### config.mk
export PLATFORM = sky130hd
export DESIGN_NAME = condicionador_botoes_flat
export DESIGN_NICKNAME = d
export VERILOG_FILES = /design/src/rtl/condicionador_botoes_pkg.sv /design/src/rtl/condicionador_botoes_if.sv /design/src/rtl/condicionador_botoes_debounce_1bit.sv /design/src/rtl/condicionador_botoes.sv /design/src/flat_wrapper.sv
export SDC_FILE = /design/constraint.sdc
export NUM_CORES = 1
export LEC_CHECK = 0
export CAP_MARGIN = 30
export CORE_MARGIN = 2
export CORE_UTILIZATION = 40
export CTS_BUF_LIST = sky130_fd_sc_hd__clkbuf_2
export CTS_CLUSTER_SIZE = 30
export DETAILED_ROUTE_END_ITERATION = 10
export PLACE_DENSITY = 0.61
export SLEW_MARGIN = 15
export SYNTH_ARGS = -nofsm -noshare
export SYNTH_HDL_FRONTEND = slang
export SYNTH_HIERARCHICAL = 1
export SYNTH_SLANG_ARGS = --single-unit
export TNS_END_PERCENT = 10
### constraint.sdc
create_clock -name clock -period 1.7 [get_ports clock]
set_input_delay 0.34 -clock clock [delete_from_list [all_inputs] [get_ports clock]]
set_output_delay 0.34 -clock clock [all_outputs]
set_load 0.05 [all_outputs]
### src/rtl/condicionador_botoes_pkg.sv
// Shared types and constants for the button conditioning stage and the game datapath.
package condicionador_botoes_pkg;

  localparam int unsigned N_BOTOES = 7;
  localparam int unsigned DEBOUNCE_CICLOS_PADRAO = 20;
  localparam int unsigned CW_PADRAO = 5;

  typedef enum logic [1:0] {
    OCIOSO    = 2'b00,
    TRAVADO   = 2'b01,
    LIBERANDO = 2'b10
  } estado_t;

  // Isolates the lowest set bit; index 0 has the highest priority.
  function automatic logic [N_BOTOES-1:0] menor_bit(input logic [N_BOTOES-1:0] v);
    return v & (~v + N_BOTOES'(1));
  endfunction

endpackage

### src/rtl/condicionador_botoes_if.sv
// Button-side bus: raw levels and enable in, clean one-hot vector and debug taps out.
interface condicionador_botoes_if;
  import condicionador_botoes_pkg::*;

  logic                habilita;
  logic [N_BOTOES-1:0] botoes_raw;
  logic [N_BOTOES-1:0] botoes;
  logic                tem_pressao;
  logic [1:0]          db_estado;
  logic [N_BOTOES-1:0] db_botoes_estaveis;

  modport master (
    output habilita,
    output botoes_raw,
    input  botoes,
    input  tem_pressao,
    input  db_estado,
    input  db_botoes_estaveis
  );

  modport slave (
    input  habilita,
    input  botoes_raw,
    output botoes,
    output tem_pressao,
    output db_estado,
    output db_botoes_estaveis
  );

endinterface

### src/rtl/condicionador_botoes_debounce_1bit.sv
// One button: two-flop synchroniser followed by a counter-based debouncer.
module debounce_1bit #(
  parameter int unsigned DEBOUNCE_CICLOS = 20,
  parameter int unsigned CW              = 5
) (
  input  logic clock,
  input  logic reset,
  input  logic raw,
  output logic est
);

  localparam logic [CW-1:0] CntMax = CW'(DEBOUNCE_CICLOS - 1);

  logic          s1;
  logic          s2;
  logic [CW-1:0] cnt;

  always_ff @(posedge clock) begin
    if (reset) begin
      s1  <= 1'b0;
      s2  <= 1'b0;
      est <= 1'b0;
      cnt <= '0;
    end else begin
      s1 <= raw;
      s2 <= s1;
      // Any sample agreeing with the stable level restarts the count.
      if (s2 == est) begin
        cnt <= '0;
      end else if (cnt == CntMax) begin
        est <= s2;
        cnt <= '0;
      end else begin
        cnt <= cnt + CW'(1);
      end
    end
  end

endmodule

### src/rtl/condicionador_botoes.sv
// Conditions raw push-buttons into a clean one-hot vector, one press reported at a time.
module condicionador_botoes
  import condicionador_botoes_pkg::*;
#(
  parameter int unsigned DEBOUNCE_CICLOS = DEBOUNCE_CICLOS_PADRAO,
  parameter int unsigned CW              = CW_PADRAO
) (
  input logic                        clock,
  input logic                        reset,
  condicionador_botoes_if.slave      bus
);

  logic [N_BOTOES-1:0] est;
  logic [N_BOTOES-1:0] botoes_q;
  logic                tem_pressao_q;
  estado_t             estado_q;

  for (genvar i = 0; i < N_BOTOES; i++) begin : g_db
    debounce_1bit #(
      .DEBOUNCE_CICLOS(DEBOUNCE_CICLOS),
      .CW             (CW)
    ) u_db (
      .clock(clock),
      .reset(reset),
      .raw  (bus.botoes_raw[i]),
      .est  (est[i])
    );
  end

  always_ff @(posedge clock) begin
    if (reset) begin
      estado_q      <= OCIOSO;
      botoes_q      <= '0;
      tem_pressao_q <= 1'b0;
    end else begin
      tem_pressao_q <= 1'b0;
      case (estado_q)
        OCIOSO: begin
          if (bus.habilita && (est != '0)) begin
            botoes_q      <= menor_bit(est);
            tem_pressao_q <= 1'b1;
            estado_q      <= TRAVADO;
          end else begin
            botoes_q <= '0;
          end
        end
        TRAVADO: begin
          // botoes_q holds the locked one-hot; only that button's release matters.
          if ((est & botoes_q) == '0) begin
            botoes_q <= '0;
            estado_q <= LIBERANDO;
          end
        end
        LIBERANDO: begin
          botoes_q <= '0;
          if (est == '0) begin
            estado_q <= OCIOSO;
          end
        end
        default: begin
          botoes_q <= '0;
          estado_q <= OCIOSO;
        end
      endcase
    end
  end

  assign bus.botoes             = botoes_q;
  assign bus.tem_pressao        = tem_pressao_q;
  assign bus.db_estado          = estado_q;
  assign bus.db_botoes_estaveis = est;

endmodule

### src/flat_wrapper.sv
// flat-port wrapper written by rule: the top's interface ports become plain ports
module condicionador_botoes_flat import condicionador_botoes_pkg::*;
#(
  parameter int unsigned DEBOUNCE_CICLOS = DEBOUNCE_CICLOS_PADRAO,
  parameter int unsigned CW              = CW_PADRAO
)
  (clock, reset, bus_habilita, bus_botoes_raw, bus_botoes, bus_tem_pressao, bus_db_estado, bus_db_botoes_estaveis);
  condicionador_botoes_if bus_i ();
  input logic clock;
  input logic reset;
  input wire logic [$bits(bus_i.habilita)-1:0] bus_habilita;
  input wire logic [$bits(bus_i.botoes_raw)-1:0] bus_botoes_raw;
  output wire logic [$bits(bus_i.botoes)-1:0] bus_botoes;
  output wire logic [$bits(bus_i.tem_pressao)-1:0] bus_tem_pressao;
  output wire logic [$bits(bus_i.db_estado)-1:0] bus_db_estado;
  output wire logic [$bits(bus_i.db_botoes_estaveis)-1:0] bus_db_botoes_estaveis;
  assign bus_i.habilita = bus_habilita;
  assign bus_i.botoes_raw = bus_botoes_raw;
  assign bus_botoes = bus_i.botoes;
  assign bus_tem_pressao = bus_i.tem_pressao;
  assign bus_db_estado = bus_i.db_estado;
  assign bus_db_botoes_estaveis = bus_i.db_botoes_estaveis;
  condicionador_botoes #(.DEBOUNCE_CICLOS(DEBOUNCE_CICLOS), .CW(CW)) u_core (.clock(clock), .reset(reset), .bus(bus_i));
endmodule
Word-level counts from Yosys, hierarchy flattened
Cells that the tools add are included.
- register bits: 66
- bits of input ports: 10
- logic and storage cells: 98
- add/sub/neg operators: 8
- eq/ne operators: 19
- multiplexer cells: 8
- bitwise gates (word level): 11
- reductions and logical operators: 21
- operators by type and width (cell ; number):
    adder 5 x 1 -> 5 bit, second input constant ; 7
    == test 5 bit, second input constant ; 7
    OR reduction 3 bit ; 7
    bitwise AND 7 bit ; 2
    logical NOT 7 bit ; 2
    2-to-1 mux 7 bit ; 2
    one-hot mux 7 bit (2 select lines) ; 1
    AND reduction 2 bit ; 7
    NOT 1 bit ; 8
    adder 7 x 1 -> 7 bit, second input constant ; 1
    == test 1 bit ; 7
    NOT 7 bit ; 1
    nonzero test 7 bit ; 1
    2-to-1 mux 2 bit ; 3
    inequality test 2 x 1 -> 1 bit, second input constant ; 3
    one-hot mux 2 bit (3 select lines) ; 1
    AND reduction 3 bit ; 1
    == test 2 x 1 -> 1 bit, second input constant ; 1
    == test 2 bit, second input constant ; 1
    logical NOT 2 bit ; 1
    OR reduction 2 bit ; 1
    logical AND 1 bit ; 1
    2-to-1 mux 1 bit ; 1

Depth between registers and ports, before layout
Gate-level depths: netlist of run 1.
- depth in word-level cells: 5
- depth in mapped cells: 4

Hierarchy
The synthesis of run 1 kept the hierarchy.
- modules (own cells, without submodules) (module ; instances ; cells an instance ; area an instance (µm²) ; seq. area each (µm²)):
    debounce_1bit ; 7 ; 31 ; 321.6 ; 160.2
    condicionador_botoes ; 1 ; 38 ; 419.2 ; 200.2

Worst setup path before layout of run 1
OpenSTA, ideal clock, no wires.
- path kind: reg-to-reg
- from: reg u_core.g_db[4].u_db.est
- to: reg u_core.botoes_q[0] (netlist: u_core/bus.botoes[0])
- library setup time: 61 ps
- data arrival time: 1538 ps
- data required time: 1639 ps
- setup slack: 100 ps
- stages on the path, launching flop included: 4
- path buffers: 0
- cell sequence: dfxtp_1 > a222oi_1 > a31oi_2 > a22o_1
- longest elaborated chain between the ends: 4
- ends and longest elaborated chain (element ; RTL line ; text):
    from (decl) ; condicionador_botoes_debounce_1bit.sv:9 ; output logic est
    from (signal assigned) ; condicionador_botoes_debounce_1bit.sv:22 ; est <= 1'b0;
    from (signal assigned) ; condicionador_botoes_debounce_1bit.sv:31 ; est <= s2;
    nonzero test 7 bit ; condicionador_botoes.sv:39 ; if (bus.habilita && (est != '0)) begin
    logical AND 1 bit ; condicionador_botoes.sv:39 ;
    2-to-1 mux 7 bit ; condicionador_botoes.sv:39 ;
    one-hot mux 7 bit (2 select lines) ; condicionador_botoes.sv:37 ; case (estado_q)
    to (signal assigned) ; condicionador_botoes.sv:40 ; botoes_q <= menor_bit(est);
    to (decl) ; condicionador_botoes.sv:14 ; logic [N_BOTOES-1:0] botoes_q;
Parallel ways exist; a longest one is shown, timed or not.
A chain may end at the register's enable or synchronous reset.

Final worst setup path of run 1
- from: reg u_core.g_db[0].u_db.est
- to: out bus_db_botoes_estaveis[0]
- RTL lines (element ; RTL line ; text):
    from (decl) ; condicionador_botoes_debounce_1bit.sv:9 ;
    from (signal assigned) ; condicionador_botoes_debounce_1bit.sv:22 ;
    from (signal assigned) ; condicionador_botoes_debounce_1bit.sv:31 ;
    to (decl) ; flat_wrapper.sv:16 ; output wire logic [$bits(bus_i.db_botoes_estaveis)-1:0] bus_db_botoes_estaveis;
No word-level cell between the ends.

==> results of run 1 <==
[cells by family (layout without fill, tap and decap cells)]
group                    count (synthesis)  after routing
flip-flops                              66             66
multiplexers                             7              7
adder cells (fa/ha/maj)                  7              7
buffers and inverters                   18             65
XOR/XNOR                                21             21
AO/OA/AOI/OAI                           27             27
AND/OR/NAND/NOR                        109            109
[registers in the layout, indices dropped and copies added, names as in the netlist]
register	flops
u_core/bus.botoes	7
u_core/bus.db_estado	2
u_core/bus.tem_pressao	1
u_core/g_db.u_db/cnt	35
u_core/g_db.u_db/est	7
u_core/g_db.u_db/s1	7
u_core/g_db.u_db/s2	7
[metal layers]
metal	GRT usage (%)	routed length (microns)
met1	16.7	2250
met2	21.3	2070
met3	4.62	232
met4	8.23	101
met5	0	11
[power by group through the flow]
stage	clock, mW	combinational, mW	sequential, mW
global placement	0	0.0832	1.61
detailed placement	0	0.0850	1.61
floorplan	0	0.0415	1.61
global route	0.766	0.0939	1.58
CTS	0.707	0.0855	1.58
finish	0.661	0.0839	1.58
[cell type report]
cell class	instances	area, sq um
Inverter	17	63.8
Sequential cell	66	1320
Timing Repair Buffer	35	373
Clock inverter	2	7.51
Multi-Input combinational cell	171	1280
Tap cell	77	96.3
Fill cell	625	3190
Clock buffer	11	55.1
[worst max path at each step]
stage                                            to                    start  slack (ps)  depth (start not counted)
after global routing      bus_db_botoes_estaveis[0]  u_core/g_db[0].u_db/est          60                          2
after global placement         u_core/bus.botoes[6]                    reset        -140                          4
after detailed placement       u_core/bus.botoes[6]                    reset        -170                          4
final                     bus_db_botoes_estaveis[0]  u_core/g_db[0].u_db/est         150                          2
after CTS                 bus_db_botoes_estaveis[0]  u_core/g_db[0].u_db/est         110                          2
after floorplan                u_core/bus.botoes[0]  u_core/g_db[4].u_db/est         100                          3
[cell usage in the layout, fill, tap and decap left out]
cell type	count
clkdlybuf4s50_1	9
a32o_1	2
a31oi_1	7
or3b_4	7
or4_4	1
nor2b_1	21
nand4b_1	7
a22oi_1	2
clkbuf_2	11
buf_12	7
or3b_1	1
or2b_1	7
or4b_1	1
o22ai_1	1
a22o_1	5
nor2_1	38
a31oi_2	1
nand3b_1	7
nor4_2	1
o21bai_1	1
nor4bb_2	7
xor2_1	14
a222oi_1	1
buf_4	19
mux2i_1	7
o21ai_1	7
nor3_2	2
clkinv_1	2
xnor2_1	7
inv_1	17
nand3_1	8
dfxtp_1	66
or3b_2	1
ha_1	7
[worst register-to-register path, stage by stage, from the launching register on]
cell	delay [ps]
dfxtp_1	360
or4b_1	680
nor3_2	190
a32o_1	180
[stage by stage]
stage | utilization, % | cells | TNS (ps) | hold slack, ps | setup WS, ps
2_1_floorplan | - | 255 | 0 | 412 | 100
3_3_place_gp | 49.1 | 366 | -736 | 417 | -137
3_5_place_dp | 49.1 | 366 | -952 | 425 | -171
4_1_cts | 50.1 | 379 | 0 | 374 | 110
5_1_grt | 50.1 | 379 | 0 | 358 | 58.9
6_report | 50.1 | 379 | 0 | 421 | 152
==> flow_summary.json, run 1 <==
{
  "outcome": "finished, final reports clean",
  "avgSynthCellArea_sq_um": 10.5,
  "seq_area_frac_synth_pct": 49.5,
  "core_area_sq_um": 6390,
  "fin_nets": 317,
  "grt_pass1_wl_microns": 7980,
  "tightest_slew_ps": 416,
  "yosys.area.top_type_share_pct": 49.5,
  "slowest_stage": "dfxtp_1",
  "crit_chain": "buf_4, buf_12",
  "ctsResizeCount": 0,
  "syn2layout_area_growth_pct": 19.7,
  "drc": 0,
  "slew_headroom_pct": 72.3,
  "clkPwrFrac_pct": 28.4,
  "track_usage_pct": 13.8,
  "synth-main-ff-cell": "dfxtp_1",
  "regToRegSetupSlack_ps": 240,
  "r2r-start": "u_core/bus.db_estado[0]",
  "wl_microns": 4670,
  "total_power_mw": 2.32,
  "design_area_sq_um": 3200,
  "synth.area.top_cells": "dfxtp_1 (49%), nor2_1 (5.3%), nor2b_1 (4.9%)",
  "die_w_microns": 85.7,
  "antenna_found_initial": 1,
  "die_h_microns": 85.7,
  "die-area_sq_um": 7340,
  "synth_cells": 255,
  "internal-power_mw": 1.79,
  "cts_root_buf": "clkbuf_2",
  "worstRegToRegCells": 3,
  "synth_cell_types": 30,
  "gp_congestion": 0.754,
  "yosysMostFrequentCell": "dfxtp_1",
  "grt-ovfl-total": 0,
  "numCtsBuffers": 9,
  "n_antenna_cell": 0,
  "ios": 27,
  "crit_path_end_kind": "primary output",
  "clock.fmax_ghz": 0.646,
  "drt-initial-drc-count": 49,
  "slowest_delay_ps": 450,
  "slew_viol_final": 0,
  "clkLatencyLatePin_ps": 450,
  "path_class": "register to primary output",
  "grt_pass1_vias": 1767,
  "power_frac_comb_pct": 3.6,
  "yosys.area_share.simple_pct": 27.9,
  "clock_path_buffers": 2,
  "r2r_end": "u_core/bus.botoes[3]",
  "antenna_left": 0,
  "synth_top_family_by_area": "simple AND/OR/NAND/NOR gates",
  "layout-drive-gt1-share_pct": 18.9,
  "required_ps": 1360,
  "synth_adder_area_share_pct": 3.28,
  "path_max_fanout": 5,
  "synth_compound_area_share_pct": 7.26,
  "row_count": 29,
  "maxCapViolations": 0,
  "start_util_pct": 41.8,
  "seqPwrFrac_pct": 67.9,
  "portBuffers": 26,
  "wire_per_inst_microns": 12.3,
  "cp.buffers_inverters": 2,
  "crit_arrival_ps": 1210,
  "first_pass_iters": 6,
  "synth_common_cells": "dfxtp_1 (66), nor2_1 (38), nor2b_1 (21)",
  "cts_tree": "yes",
  "clk_pin_slew_worst_paths_ps": 160,
  "dpl.hpwl_microns": 3370,
  "yosysWarnings": 6,
  "synth_edf_count": 0,
  "htree_levels": 3,
  "holdPathEnd": "u_core/g_db[0].u_db/s1",
  "hold_viol": 0,
  "synthMuxAreaShare_pct": 2.62,
  "grt_max_degree": 22,
  "postPlaceCellArea_sq_um": 3130,
  "startpoint_type": "register",
  "hold_depth": 2,
  "power_density_nw_per_um2": 726,
  "cts.sinks": 66,
  "post_cts_buffers": 0,
  "synth_nets": 272,
  "fin_crit_sh_pct": 91.1,
  "hold_class": "input pin to register",
  "syn_area_sq_um": 2670,
  "async_reset_ff_share_pct": 0,
  "crit_family": "flip-flops",
  "ys_ff_latch": 66,
  "irDropWorstVdd_v": 0.000430,
  "holdCritStartpoint": "bus_botoes_raw[0]",
  "switchingPower_uw": 531,
  "synth-xor-area-share_pct": 6.89,
  "rsz0062_at_grt": "no",
  "cts.hold.buffers_added": 0,
  "vias": 1854,
  "power_leakage_nw": 1.20,
  "via_per_inst": 4.89,
  "setup_viol": 0,
  "synth_area_leader_cell": "dfxtp_1",
  "sw_frac_of_total_pct": 22.9,
  "period_minus_slack_ps": 1550,
  "fin_skew_ps": 13.4
}
(Power assumes the default switching activity.)
==> run 2: changes to the inputs <==
--- a/config.mk
+++ b/config.mk
@@ -5,13 +5,14 @@
 export SDC_FILE = /design/constraint.sdc
 export NUM_CORES = 1
 export LEC_CHECK = 0
+export ABC_CLOCK_PERIOD_IN_PS = 1700
 export CAP_MARGIN = 30
 export CORE_MARGIN = 2
 export CORE_UTILIZATION = 40
-export CTS_BUF_LIST = sky130_fd_sc_hd__clkbuf_2
 export CTS_CLUSTER_SIZE = 30
 export DETAILED_ROUTE_END_ITERATION = 10
 export PLACE_DENSITY = 0.61
+export REMOVE_ABC_BUFFERS = 1
 export SLEW_MARGIN = 15
 export SYNTH_ARGS = -nofsm -noshare
 export SYNTH_HDL_FRONTEND = slang
==> run 2 against run 1 <==
Register-to-register slack gained 20 ps. Die area stayed put. Sequential power about the same. Flip-flop and latch count did not move. Worst hold slack gained 19 ps. Cell area grew 4.1%. Routed wire length fell by 3.6%. First-iteration DRC count increased by 24%. Via count shrank 0.76%. Clock skew shrank 7.8 ps. Combinational power fell by 2.9%. Critical path type is now input pin to register. Largest power group unchanged.
==> flow_summary.json, run 2 (same netlist as run 1, synthesis figures left out) <==
{
  "crit_path_end_kind": "register",
  "syn2layout_area_growth_pct": 24.6,
  "setup_viol": 0,
  "first_pass_iters": 4,
  "power_density_nw_per_um2": 874,
  "drt-initial-drc-count": 61,
  "core_area_sq_um": 6390,
  "antenna_left": 0,
  "htree_levels": 3,
  "via_per_inst": 4.82,
  "final_common_cell": "dfxtp_1",
  "die_w_microns": 85.7,
  "numCtsBuffers": 9,
  "cts_root_buf": "clkbuf_8",
  "die-area_sq_um": 7340,
  "clock_path_buffers": 2,
  "clock.fmax_ghz": 0.650,
  "row_count": 29,
  "final_cell_mix": "dfxtp_1 (66), nor2_1 (38), nor2b_1 (21)",
  "power_leakage_nw": 1.25,
  "drc": 0,
  "post_cts_buffers": 0,
  "clkLatencyLatePin_ps": 330,
  "required_ps": 1970,
  "gp_congestion": 0.763,
  "grt_pass1_wl_microns": 7780,
  "grt_max_degree": 26,
  "period_minus_slack_ps": 1540,
  "grt-ovfl-total": 0,
  "antenna_found_initial": 0,
  "vias": 1840,
  "layout-drive-gt1-share_pct": 19.7,
  "fin_crit_sh_pct": 90.5,
  "maxCapViolations": 0,
  "path_max_fanout": 7,
  "wl_met3_microns": 276,
  "startpoint_type": "input pin",
  "top_layer": "met4",
  "wirelength_met1_microns": 2150,
  "hold_class": "register to register",
  "irDropWorstVdd_v": 0.000614,
  "largest_reg_flops": 35,
  "hold_viol": 0,
  "fin_nets": 318,
  "final.setup.tns_ps": 0,
  "die_h_microns": 85.7,
  "slowest_delay_ps": 640,
  "start_util_pct": 41.8,
  "path_class": "input pin to register",
  "fin_skew_ps": 5.66,
  "wire_per_inst_microns": 11.8,
  "crit_chain": "clkdlybuf4s50_1, or4b_1, nor3_2, a32o_1",
  "rsz0062_at_grt": "no",
  "tightest_slew_ps": 418,
  "n_antenna_cell": 0,
  "ctsResizeCount": 0,
  "wl_microns": 4500,
  "slew_viol_final": 0,
  "met2_length_microns": 1980,
  "slowest_stage": "or4b_1",
  "clk_pin_slew_worst_paths_ps": 60,
  "cts_tree": "yes",
  "holdWs_ps": 440,
  "grt_pass1_vias": 1702,
  "dpl.hpwl_microns": 3230,
  "cts.sinks": 66,
  "outcome": "finished, final reports clean",
  "portBuffers": 26,
  "top_register": "u_core/g_db.u_db/cnt",
  "ios": 27,
  "track_usage_pct": 13.7,
  "cts.hold.buffers_added": 0,
  "crit_arrival_ps": 1810,
  "slew_headroom_pct": 72.1
}
[run 2: cell types whose count changed in the layout (fill, tap and decap cells not counted), sizes merged]
cell | previous run | this run
buf | 26 | 27
clkbuf | 11 | 12
bufinv | 0 | 1
[run 2: final cells by class]
class                      count  area, sq um
clock inverter                 3         40.0
inverter                      17         63.8
fill                         600         3060
timing repair buffer          36          380
tap                           77         96.3
sequential                    66         1320
multi-input combinational    171         1280
clock buffer                  12          145
[run 2: stage by stage]
stage / setup slack (ps) / std cells / total power [mW] / utilization [%] / area, sq um
global route: 124 / 382 / 3.01 / 52.1 / 3330
global placement: -153 / 367 / 1.69 / 49.2 / 3140
finish: 161 / 382 / 2.91 / 52.1 / 3330
CTS: 183 / 382 / 2.95 / 52.1 / 3330
floorplan: 100 / 254 / 1.65 / - / 2670
detailed placement: -180 / 367 / 1.69 / 49.2 / 3140
[run 2: routing by layer]
metal	vias up	global-route usage (%)
met5	-	0
met4	0	6.93
met3	7	5.87
met2	30	20.5
met1	827	16.8
li1	976	-
[run 2: worst paths after layout]
path | endpoint | start | cells after the start | slack (ps)
worst max-delay path | u_core/bus.botoes[3] | reset | 4 | 160
worst min-delay path | u_core/g_db[3].u_db/cnt[0] | u_core/g_db[3].u_db/cnt[0] | 1 | 440
worst max register to register | u_core/bus.botoes[3] | u_core/bus.db_estado[0] | 3 | 260
worst min register to register | u_core/g_db[3].u_db/cnt[0] | u_core/g_db[3].u_db/cnt[0] | 1 | 440
[run 2: power by group]
group / internal [mW] / leakage [nW] / switching [mW]
clock: 0.705 / 0.0962 / 0.544
sequential: 1.57 / 0.535 / 0.00937
combinational: 0.0471 / 0.622 / 0.0344
total: 2.32 / 1.25 / 0.587
[run 2: worst max-delay path, delay by kind of cell]
family | cells | cell delay, ps
AND/OR/NAND/NOR | 2 | 840
buffers and inverters | 1 | 450
AO/OA/AOI/OAI | 1 | 180
